**src/rtl/wide_adder_pipe_if.sv**
```systemverilog
// Operand/result beat bundle for wide_adder_pipe: valid/ready input side, valid/ready output side.
// master drives operands and out_ready; slave is the adder.
interface wide_adder_pipe_if #(
  parameter int WIDTH = 128
);
  logic             in_valid;
  logic             in_ready;
  logic [WIDTH-1:0] din_one;
  logic [WIDTH-1:0] din_two;
  logic             cin;
  logic             sub;
  logic             out_valid;
  logic             out_ready;
  logic [WIDTH-1:0] sum;
  logic             cout;
  logic             zero;

  modport master (
    output in_valid, din_one, din_two, cin, sub, out_ready,
    input  in_ready, out_valid, sum, cout, zero
  );

  modport slave (
    input  in_valid, din_one, din_two, cin, sub, out_ready,
    output in_ready, out_valid, sum, cout, zero
  );
endinterface

```
**src/rtl/wide_adder_pipe.sv**
```systemverilog
// Pipelined WIDTH-bit add/subtract, one CHUNK-bit slice per stage; latency STAGES cycles, 1 beat/clk.
// Backpressure: the whole pipeline freezes while out_valid && !out_ready, and in_ready is low on exactly those cycles.
module wide_adder_pipe #(
  parameter int WIDTH = 128,
  parameter int CHUNK = 32
) (
  input logic              clk,
  input logic              rst,
  wide_adder_pipe_if.slave bus
);
  localparam int STAGES = WIDTH / CHUNK;

  logic             stall;
  logic             stg_vld [STAGES];
  logic             stg_cry [STAGES];
  logic             stg_sub [STAGES];
  logic [WIDTH-1:0] stg_a   [STAGES];
  logic [WIDTH-1:0] stg_b   [STAGES];
  logic [WIDTH-1:0] stg_res [STAGES];
  logic             zero_q;

  assign stall         = stg_vld[STAGES-1] && !bus.out_ready;
  assign bus.in_ready  = !stall;
  assign bus.out_valid = stg_vld[STAGES-1];
  assign bus.sum       = stg_res[STAGES-1];
  assign bus.cout      = stg_cry[STAGES-1];
  assign bus.zero      = zero_q;

  for (genvar k = 0; k < STAGES; k++) begin : g_stage
    logic             v_in;
    logic             c_in;
    logic             s_in;
    logic [WIDTH-1:0] a_in;
    logic [WIDTH-1:0] b_in;
    logic [WIDTH-1:0] r_in;
    logic [WIDTH-1:0] r_nxt;
    logic [CHUNK:0]   slice;

    if (k == 0) begin : g_head
      // Subtract is A + ~B + ~cin, so the stage-0 carry is cin flipped by sub.
      assign v_in = bus.in_valid;
      assign a_in = bus.din_one;
      assign b_in = bus.din_two;
      assign s_in = bus.sub;
      assign c_in = bus.cin ^ bus.sub;
      assign r_in = '0;
    end else begin : g_body
      assign v_in = stg_vld[k-1];
      assign a_in = stg_a[k-1];
      assign b_in = stg_b[k-1];
      assign s_in = stg_sub[k-1];
      assign c_in = stg_cry[k-1];
      assign r_in = stg_res[k-1];
    end

    assign slice = {1'b0, a_in[k*CHUNK +: CHUNK]}
                 + {1'b0, b_in[k*CHUNK +: CHUNK] ^ {CHUNK{s_in}}}
                 + {{CHUNK{1'b0}}, c_in};

    always_comb begin
      r_nxt                    = r_in;
      r_nxt[k*CHUNK +: CHUNK]  = slice[CHUNK-1:0];
    end

    // Data registers load only with a real beat, so bubbles never disturb held results.
    always_ff @(posedge clk) begin
      if (rst) begin
        stg_vld[k] <= 1'b0;
        stg_cry[k] <= 1'b0;
        stg_sub[k] <= 1'b0;
        stg_a[k]   <= '0;
        stg_b[k]   <= '0;
        stg_res[k] <= '0;
      end else if (!stall) begin
        stg_vld[k] <= v_in;
        if (v_in) begin
          stg_cry[k] <= slice[CHUNK];
          stg_sub[k] <= s_in;
          stg_a[k]   <= a_in;
          stg_b[k]   <= b_in;
          stg_res[k] <= r_nxt;
        end
      end
    end

    if (k == STAGES - 1) begin : g_tail
      always_ff @(posedge clk) begin
        if (rst) begin
          zero_q <= 1'b0;
        end else if (!stall && v_in) begin
          zero_q <= (r_nxt == '0);
        end
      end
    end
  end
endmodule

```
**src/flat_wrapper.sv**
```systemverilog
// flat-port wrapper written by rule: the top's interface ports become plain ports
module wide_adder_pipe_flat 
#(
  parameter int WIDTH = 128,
  parameter int CHUNK = 32
)
  (clk, rst, bus_in_valid, bus_din_one, bus_din_two, bus_cin, bus_sub, bus_out_ready, bus_in_ready, bus_out_valid, bus_sum, bus_cout, bus_zero);
  wide_adder_pipe_if #(.WIDTH(WIDTH)) bus_i ();
  input logic clk;
  input logic rst;
  input wire logic [$bits(bus_i.in_valid)-1:0] bus_in_valid;
  input wire logic [$bits(bus_i.din_one)-1:0] bus_din_one;
  input wire logic [$bits(bus_i.din_two)-1:0] bus_din_two;
  input wire logic [$bits(bus_i.cin)-1:0] bus_cin;
  input wire logic [$bits(bus_i.sub)-1:0] bus_sub;
  input wire logic [$bits(bus_i.out_ready)-1:0] bus_out_ready;
  output wire logic [$bits(bus_i.in_ready)-1:0] bus_in_ready;
  output wire logic [$bits(bus_i.out_valid)-1:0] bus_out_valid;
  output wire logic [$bits(bus_i.sum)-1:0] bus_sum;
  output wire logic [$bits(bus_i.cout)-1:0] bus_cout;
  output wire logic [$bits(bus_i.zero)-1:0] bus_zero;
  assign bus_i.in_valid = bus_in_valid;
  assign bus_i.din_one = bus_din_one;
  assign bus_i.din_two = bus_din_two;
  assign bus_i.cin = bus_cin;
  assign bus_i.sub = bus_sub;
  assign bus_i.out_ready = bus_out_ready;
  assign bus_in_ready = bus_i.in_ready;
  assign bus_out_valid = bus_i.out_valid;
  assign bus_sum = bus_i.sum;
  assign bus_cout = bus_i.cout;
  assign bus_zero = bus_i.zero;
  wide_adder_pipe #(.WIDTH(WIDTH), .CHUNK(CHUNK)) u_core (.clk(clk), .rst(rst), .bus(bus_i));
endmodule
```
**config.mk**
```make
export PLATFORM = sky130hd
export DESIGN_NAME = wide_adder_pipe_flat
export DESIGN_NICKNAME = d
export VERILOG_FILES = /design/src/rtl/wide_adder_pipe_if.sv /design/src/rtl/wide_adder_pipe.sv /design/src/flat_wrapper.sv
export SDC_FILE = /design/constraint.sdc
export NUM_CORES = 1
export LEC_CHECK = 0
export BUFFER_PORTS_ARGS = -buffer_cell sky130_fd_sc_hd__buf_2
export CELL_PAD_IN_SITES_DETAIL_PLACEMENT = 1
export CELL_PAD_IN_SITES_GLOBAL_PLACEMENT = 2
export CORE_ASPECT_RATIO = 1.2
export CORE_MARGIN = 3
export CORE_UTILIZATION = 41
export DETAILED_ROUTE_END_ITERATION = 16
export HOLD_SLACK_MARGIN = 0.06
export PLACE_DENSITY = 0.77
export SLEW_MARGIN = 25
export SYNTH_ARGS = -nofsm -noshare
export SYNTH_HDL_FRONTEND = slang
export SYNTH_SLANG_ARGS = --single-unit
```
**constraint.sdc**
```tcl
create_clock -name clk -period 7.2 [get_ports clk]
set_clock_uncertainty 0.1 [all_clocks]
set_input_delay 0.36 -clock clk [delete_from_list [all_inputs] [get_ports clk]]
set_output_delay 0.36 -clock clk [all_outputs]
set_load 0.02 [all_outputs]
```
# Word-level counts from Yosys, hierarchy flattened
# Memories as Yosys holds them, arrays and structs flattened.
# Index checks and enable logic that the tools add are counted.
# word_totals
reg_bits	1
word_cells	94
output_inout_bits	132
input_bits	262
mem_bits_rw	1548
mem_count	6
# memory_table
memory	depth	word_bits	rd	rd_ports_with_merged_regs	wr	line_no	text
u_core.stg_a	4	128	3	0	4	wide_adder_pipe.sv:17	logic [WIDTH-1:0] stg_a [STAGES];
u_core.stg_b	4	128	3	0	4	wide_adder_pipe.sv:18	logic [WIDTH-1:0] stg_b [STAGES];
u_core.stg_res	4	128	4	0	4	wide_adder_pipe.sv:19	logic [WIDTH-1:0] stg_res [STAGES];
u_core.stg_cry	4	1	4	0	4	wide_adder_pipe.sv:15	logic stg_cry [STAGES];
u_core.stg_sub	4	1	3	0	4	wide_adder_pipe.sv:16	logic stg_sub [STAGES];
u_core.stg_vld	4	1	4	0	4	wide_adder_pipe.sv:14	logic stg_vld [STAGES];
# op_classes
mux	45
addsub	8
bitwise	29
reduce_logical	5
# op_table
operator	count
2-to-1 mux 128 bit	12
adder 32 x 32 -> 33 bit	4
adder 33 x 1 -> 33 bit	4
logical NOT 128 bit	1
XOR 32 bit	4
2-to-1 mux 1 bit	33
bitwise OR 1 bit	24
logical AND 1 bit	2
logical NOT 1 bit	2
XOR 1 bit	1

# Logic depth before layout (Yosys ltp)
# Gate-level depths: netlist of run 1.
# logic_depth
word_depth	6
depth_mapped	15
depth_no_buf	14

# Least setup slack after synthesis of run 1
# No wires, ideal clock.
# synth_path
kind	register to register
startpoint	memory u_core.stg_vld[3][0], in the netlist u_core.stg_vld[1][1]
endpoint	memory u_core.stg_a[0][100], enable pin
t_arrival_ns	5.543
setup_time_ns	0.588
path_slack_ns	0.969
n_path_buf	1
required_ns	6.512
synth_period_minus_slack_ns	6.231
stages_incl_launch_ff	4
cell_sequence	edfxtp_1 nand2b_1 clkbuf_1 a21o_1
# synth_lines
element	line_no
start, declared	wide_adder_pipe.sv:14
end, declared	wide_adder_pipe.sv:17

==> out/results.tsv, run 1 <==
metric	value	unit
root_buffer	sky130_fd_sc_hd__clkbuf_16	
floorplan.core_area	82000	sq um
criticalPathCategory	reg -> reg	
count_of_placed_standard_cells_including_taps	3941	
worstPathRequired	7.47	ns
multi_input_logic_area	11800	sq um
regToRegSetupSlack	2.68	ns
cp_max_fanout	33	
syn2layout_area_growth	22.1	%
clkLatencyLatePin	0.63	ns
timing.hold.worst_endpoint	u_core.stg_a[0][106]	
status	complete, no violations	
worstMarginPinSlew	1.06	ns
postSynthCellCount	2630	
initial_utilization	41.4	%
finished_layout_cells	4275	
netSwitchingFraction	25.9	%
hold_start	bus_din_one[106]	
post-synth-top-area-cell	sky130_fd_sc_hd__edfxtp_1	
synth_seq_area_share	63.2	%
library_cell_contributing_the_largest_single_delay_on_the_critical_path	sky130_fd_sc_hd__nor4b_1	
gpl.final_weighted_congestion	0.862	
postSynthNetCount	3024	
detail_route.drc_violations	0	
critical_path.endpoint_type	register	
die_area	86400	sq um
power.share.sequential	46.6	%
die_height	321	um
global_route.usage.total	22.2	%
num_vias	23200	
ys_seq_elements	716	
die-width	269	um
cts_setup_buffers	0	
cpPeakStageDelay	0.55	ns
synth.most_common_cell	sky130_fd_sc_hd__edfxtp_1	
tritoncts	yes	
synth.top_cells.by_count	sky130_fd_sc_hd__edfxtp_1, sky130_fd_sc_hd__and3_1, sky130_fd_sc_hd__xor2_1	
dominant_cells_by_area_after_synthesis	sky130_fd_sc_hd__edfxtp_1, sky130_fd_sc_hd__and3_1, sky130_fd_sc_hd__ha_1, sky130_fd_sc_hd__xor2_1, sky130_fd_sc_hd__clkbuf_1	
synth_top_area_share	63.2	%
final.setup.tns	0	ns
finalCoreUtilization	50.6	%
timing.rr.start	u_core.stg_sub[0][0]	
htree_levels	3	
design.final.nets	3550	
worst_hold_slack	0.148	ns
first_global_vias	24500	
max_slew_margin	28.9	%
yosys_most_used_dff	sky130_fd_sc_hd__edfxtp_1	
power.leakage	19.2	nW
p_clk_share	38.3	%
grt_max_degree	243	
worst_slack	2.68	ns
clock-sinks	716	
route.final.wire_length	97000	um
seq_area	21500	sq um
post-dp-hpwl	65700	um
netSwitchingPower	2.79	mW
worst_setup_path_start_kind	register	
antenna_viol_nets_final	0	
syn_area_cell	12.9	sq um
hold_viol	0	
grt_antenna_before_repair	13	
fillCellCount	8402	
timing.critical_path.max_delay_family	compound AO/OA/AOI/OAI gates	
synth.cell_area	34000	sq um
pre_cts_slack	2.56	ns
worstPathCellList	buf_4, xor2_1, fa_1, inv_1, fa_1, nor2b_1, o21a_1, o21ai_0, a21oi_1, a21oi_1, o21ai_1, a31oi_1, nor4b_1, o21ai_0, nor3b_1	
crit_arrival	4.79	ns
cts_made_buffers	74	
startpoint	u_core.stg_sub[0][0]	
first_iter_violations	1845	
synth.lib_cells_used.distinct	71	
placementRows	115	
synth-edff-count	715	
io_pins	394	
portBuffers	393	
holdCritPathClass	in -> reg	
vias_per_cell	5.43	
overflow	0	
power_density_normalized_to_cell_area	260	nW/um^2
rr_worst_depth	15	
wire_length_of_the_first_global_routing_pass	147000	um
power_frac_comb	15.1	%
timing.critical_path.buf_inv	2	
clk_path_buf_depth	3	
yosysWarnings	0	
setup_viol	0	
maximum_ir_drop_on_the_vdd_rail	0.000137	V
synth-async-reset-ratio	0	%
layout_min_cycle_time	4.52	ns
layout_cell_share_with_drive_strength_beyond_1	17.6	%
detail_route.first_pass.iterations	5	
fmax	221	MHz
final_min_period_over_clock_period	62.8	%
p_int	7.99	mW
unrepaired_setup_endpoints_after_global_routing	no	
worstHoldPathCells	2	
worstReg2RegEnd	u_core.stg_res[1][62]	
drv_slew	0	
drv.max_cap_violation_count	0	
clk_pin_slew	0.06	ns
wl_cell	22.7	um
[per-stage QoR]
stage	power [mW]	cell area, sq um
after global placement	6.60	36900
after floorplan	6.15	34000
final	10.8	41500
after global routing	11.2	41500
after CTS	10.9	41500
after detailed placement	6.65	36900
[how the worst max path moves through the flow]
stage / cells past startpoint / end / slack, ns
floorplan: 3 / u_core.stg_a[0][100] / 0.97
global placement: 14 / u_core.stg_res[0][30] / 2.69
detailed placement: 14 / u_core.stg_res[0][30] / 2.56
CTS: 15 / u_core.stg_res[1][62] / 2.68
global route: 12 / u_core.bus.zero / 2.37
finish: 15 / u_core.stg_res[1][62] / 2.68
[layout make-up]
class,count,share of cell area (%)
inverter,44,0.398
multi-input combinational,1705,28.3
timing repair buffer,615,10.0
antenna,7,0.0422
tap,1053,3.17
sequential,716,51.8
clock buffer,82,4.64
clock inverter,53,1.61
[worst register-to-register path: cells and delay by family (launching register included)]
family,cells,cell delay (ns)
AOI/OAI and AO/OA,7,1.52
xor gates and xnor gates,1,0.27
adders and majority gates,2,0.63
buffers and inverters,2,0.53
DFF,1,0.33
and+or+nand+nor,3,0.88
[cells in the final DEF, fill, tap and decap left out, types with 6 or more instances in the layout]
cell type,n
sky130_fd_sc_hd__edfxtp_1,715
sky130_fd_sc_hd__and3_1,605
sky130_fd_sc_hd__buf_2,392
sky130_fd_sc_hd__dlygate4sd3_1,191
sky130_fd_sc_hd__xor2_1,167
sky130_fd_sc_hd__nor2_1,137
sky130_fd_sc_hd__ha_1,124
sky130_fd_sc_hd__a21oi_1,98
sky130_fd_sc_hd__clkbuf_16,76
sky130_fd_sc_hd__a21o_1,63
sky130_fd_sc_hd__o21ai_0,58
sky130_fd_sc_hd__nand2_1,57
sky130_fd_sc_hd__xnor2_1,52
sky130_fd_sc_hd__inv_1,44
sky130_fd_sc_hd__nor3_1,43
sky130_fd_sc_hd__nor4_1,31
sky130_fd_sc_hd__buf_4,27
sky130_fd_sc_hd__nand2b_1,23
sky130_fd_sc_hd__nand3_1,22
sky130_fd_sc_hd__o21a_1,19
sky130_fd_sc_hd__a31oi_1,17
sky130_fd_sc_hd__nand4_1,16
sky130_fd_sc_hd__a211oi_1,15
sky130_fd_sc_hd__and2_1,14
sky130_fd_sc_hd__bufinv_16,14
sky130_fd_sc_hd__clkinv_1,13
sky130_fd_sc_hd__clkinv_2,13
sky130_fd_sc_hd__nor2b_1,12
sky130_fd_sc_hd__o21bai_1,11
sky130_fd_sc_hd__or2_2,8
sky130_fd_sc_hd__and4_1,8
sky130_fd_sc_hd__fa_1,8
sky130_fd_sc_hd__diode_2,7
sky130_fd_sc_hd__a21boi_0,7
sky130_fd_sc_hd__nand3b_1,6
sky130_fd_sc_hd__nor3b_1,6
sky130_fd_sc_hd__clkbuf_1,6
[metal layers]
layer | GRT usage (%) | share of wire, % | up-vias
li1 | - | - | 11000
met1 | 29.8 | 44 | 11500
met2 | 36.6 | 48 | 604
met3 | 2.74 | 4.5 | 153
met4 | 9.21 | 3.9 | 2
met5 | 0 | 0.013 | -
[cells by family after synthesis]
logic type	after synthesis	synth area share, %
XOR/XNOR	219	5.64
buffers and inverters	209	2.31
AO/OA/AOI/OAI	344	6.63
AND/OR/NAND/NOR	1006	17.0
multiplexers	4	0.125
flip-flops	716	63.2
adder cells (fa/ha/maj)	132	5.04
[sequential cells by signal, indices dropped and copies added, names as in the netlist]
signal / cells
u_core.stg_b: 192
u_core.stg_cry: 4
u_core.stg_vld: 4
u_core.stg_sub: 3
u_core.stg_res: 320
u_core.bus.zero: 1
u_core.stg_a: 192
[power groups by stage]
stage	Combinational, mW	Sequential (mW)	Clock, mW
4_1_cts	1.63	5.03	4.20
3_5_place_dp	1.54	5.11	0
5_1_grt	1.81	5.05	4.38
2_1_floorplan	1.02	5.13	0
3_3_place_gp	1.50	5.10	0
6_report	1.63	5.03	4.12
[repair_timing]
action / 4_1_cts / 5_1_grt
gates resized for setup: 0 / 0
hold buffers: 191 / 0
endpoints found under the hold margin: 191 / 0
Note: power is estimated with default switching activity, not from simulation.
==> run 2, diff against run 1 <==
- CORE_UTILIZATION: 41 -> 37
- PLACE_DENSITY: 0.77 -> 0.73
- clock period: 7.2 -> 3.8 ns (I/O delays scaled with it)
==> run 2 against run 1 <==
Net effect:
- combinational power is 110% higher
- clock power increased by 84%
- critical endpoint is now u_core.stg_res[2][94]
- flip-flop and latch count is the same
- critical path depth is 2 lower
- non-clock buffer count increased by 103
- wire length grew 1.8%
- first-iteration DRC count shrank 16%
- register-to-register slack lost 2.6 ns
- highest routed layer unchanged
==> out/results.tsv, run 2 (synthesis results as in run 1) <==
metric	value	unit
gpl.final_weighted_congestion	0.831	
maximum_ir_drop_on_the_vdd_rail	0.000277	V
wl_cell	21.6	um
global_route.usage.total	20.3	%
placementRows	121	
timing.rr.start	u_core.stg_sub[0][1]	
final_min_period_over_clock_period	99.0	%
post_place_instance_area	37900	sq um
num_vias	23400	
die_area	95600	sq um
detail_route.drc_violations	0	
drv_slew	0	
power.leakage	19.7	nW
timing.hold.worst_endpoint	u_core.stg_res[0][0]	
final_cell_area	42800	sq um
final_cell_mix	sky130_fd_sc_hd__edfxtp_1, sky130_fd_sc_hd__and3_1, sky130_fd_sc_hd__buf_2	
clk_pin_slew	0.06	ns
first_iter_violations	1542	
layout_cell_share_with_drive_strength_beyond_1	20.6	%
route.final.wire_length	98700	um
root_buffer	sky130_fd_sc_hd__clkbuf_16	
setup_viol	0	
cp_max_fanout	4	
first_global_vias	24700	
regToRegSetupSlack	0.04	ns
clock-sinks	716	
cpPeakStageDelay	0.43	ns
die-width	283	um
worstMarginPinSlew	1.01	ns
count_of_placed_standard_cells_including_taps	4197	
portBuffers	393	
top_regs	u_core.stg_res: 320 flops, u_core.stg_a: 192 flops, u_core.stg_b: 192 flops	
worstPathCellList	xor2_1, fa_2, inv_2, fa_2, nor2b_4, o31a_1, o211a_1, o311ai_4, o21ai_2, o221a_4, a41o_1, o41a_1, a211o_1	
largest_register_ffs	320	
cts_made_buffers	77	
floorplan.core_area	91000	sq um
post-dp-hpwl	69200	um
rr_worst_depth	13	
worstReg2RegEnd	u_core.stg_res[2][94]	
wire_length_of_the_first_global_routing_pass	148000	um
worst_setup_path_start_kind	register	
tritoncts	yes	
worstHoldPathCells	4	
holdCritPathClass	in -> reg	
grt_antenna_before_repair	16	
seq_area	21500	sq um
power_density_normalized_to_cell_area	479	nW/um^2
design.final.nets	3656	
critical_path.endpoint_type	register	
worst_slack	0.0393	ns
hold_viol	0	
fmax	266	MHz
worstPathRequired	4.08	ns
criticalPathCategory	reg -> reg	
vias_per_cell	5.13	
drv.max_cap_violation_count	0	
grt_max_degree	208	
crit_arrival	4.04	ns
finished_layout_cells	4560	
syn2layout_area_growth	26.0	%
initial_utilization	37.4	%
hold_start	bus_din_one[0]	
max_flop_register	u_core.stg_res	
io_pins	394	
library_cell_contributing_the_largest_single_delay_on_the_critical_path	sky130_fd_sc_hd__edfxtp_1	
max_slew_margin	32.8	%
finalCoreUtilization	47.1	%
clk_path_buf_depth	3	
clkLatencyLatePin	0.63	ns
antenna_viol_nets_final	0	
layout_min_cycle_time	3.76	ns
overflow	0	
fillCellCount	9414	
die_height	338	um
unrepaired_setup_endpoints_after_global_routing	yes	
pre_cts_slack	-0.166	ns
multi_input_logic_area	11900	sq um
detail_route.first_pass.iterations	5	
final_common_cell	sky130_fd_sc_hd__edfxtp_1	
cp_most_frequent_cell	sky130_fd_sc_hd__fa_2	
status	complete, no violations	
htree_levels	3	
## run 2: worst max path at each step
stage                             to  slack (ns)            startpoint
6_report       u_core.stg_res[2][94]        0.04  u_core.stg_sub[0][1]
3_3_place_gp         u_core.bus.zero       -0.07  u_core.stg_sub[1][0]
4_1_cts        u_core.stg_res[2][93]       -0.03  u_core.stg_sub[0][1]
2_1_floorplan   u_core.stg_a[0][192]       -0.09  u_core.stg_vld[1][1]
3_5_place_dp         u_core.bus.zero       -0.17  u_core.stg_sub[1][0]
5_1_grt        u_core.stg_res[2][93]        -0.1  u_core.stg_sub[0][1]
## run 2: where the power goes
part / switching, mW / total [mW] / internal [mW] / leakage, nW
Sequential: 0.217 / 9.50 / 9.28 / 7.65
Combinational: 1.98 / 3.40 / 1.42 / 10.8
Clock: 3.14 / 7.60 / 4.46 / 1.24
## run 2: layout make-up
| type | instances | share of cell area, % |
|---|---|---|
| clock inverter | 51 | 1.30 |
| tap | 1230 | 3.59 |
| inverter | 44 | 0.386 |
| antenna | 8 | 0.0467 |
| timing repair buffer | 718 | 12.0 |
| sequential | 716 | 50.2 |
| clock buffer | 88 | 4.64 |
| multi-input combinational | 1705 | 27.8 |
## run 2: per-stage QoR
stage          hold WS (ns)  setup TNS (ns)  total power [mW]
3_5_place_dp          0.385          -0.448              12.8
4_1_cts              0.0670         -0.0330              20.7
2_1_floorplan         0.319          -16.50              11.6
5_1_grt              0.0875          -0.334              21.5
6_report             0.0870               0              20.5
3_3_place_gp          0.365          -0.141              12.8
## run 2: worst max-delay path: cells and delay by family, from the launching register on
kind | cells | cell delay, ns
compound gates | 8 | 2.04
xor+xnor | 1 | 0.20
fa+ha+maj | 2 | 0.60
buf+inv | 1 | 0.07
flops | 1 | 0.43
simple gates | 1 | 0.05
## run 2: per-layer routing
metal	GRT usage (%)	part of all wire, %
met4	6.04	2.6
met3	4.08	5.6
met1	26.8	43
met5	0	0.063
met2	33.7	48
## run 2: what timing repair did
| action | 4_1_cts | 5_1_grt |
|---|---|---|
| setup endpoints to repair | 6 | 22 |
| pin swaps | 4 | 7 |
| gates resized for setup | 11 | 33 |
| gates cloned | 0 | 1 |
| hold endpoints to repair | 210 | 0 |
| hold buffers | 210 | 0 |
| setup buffers | 0 | 5 |
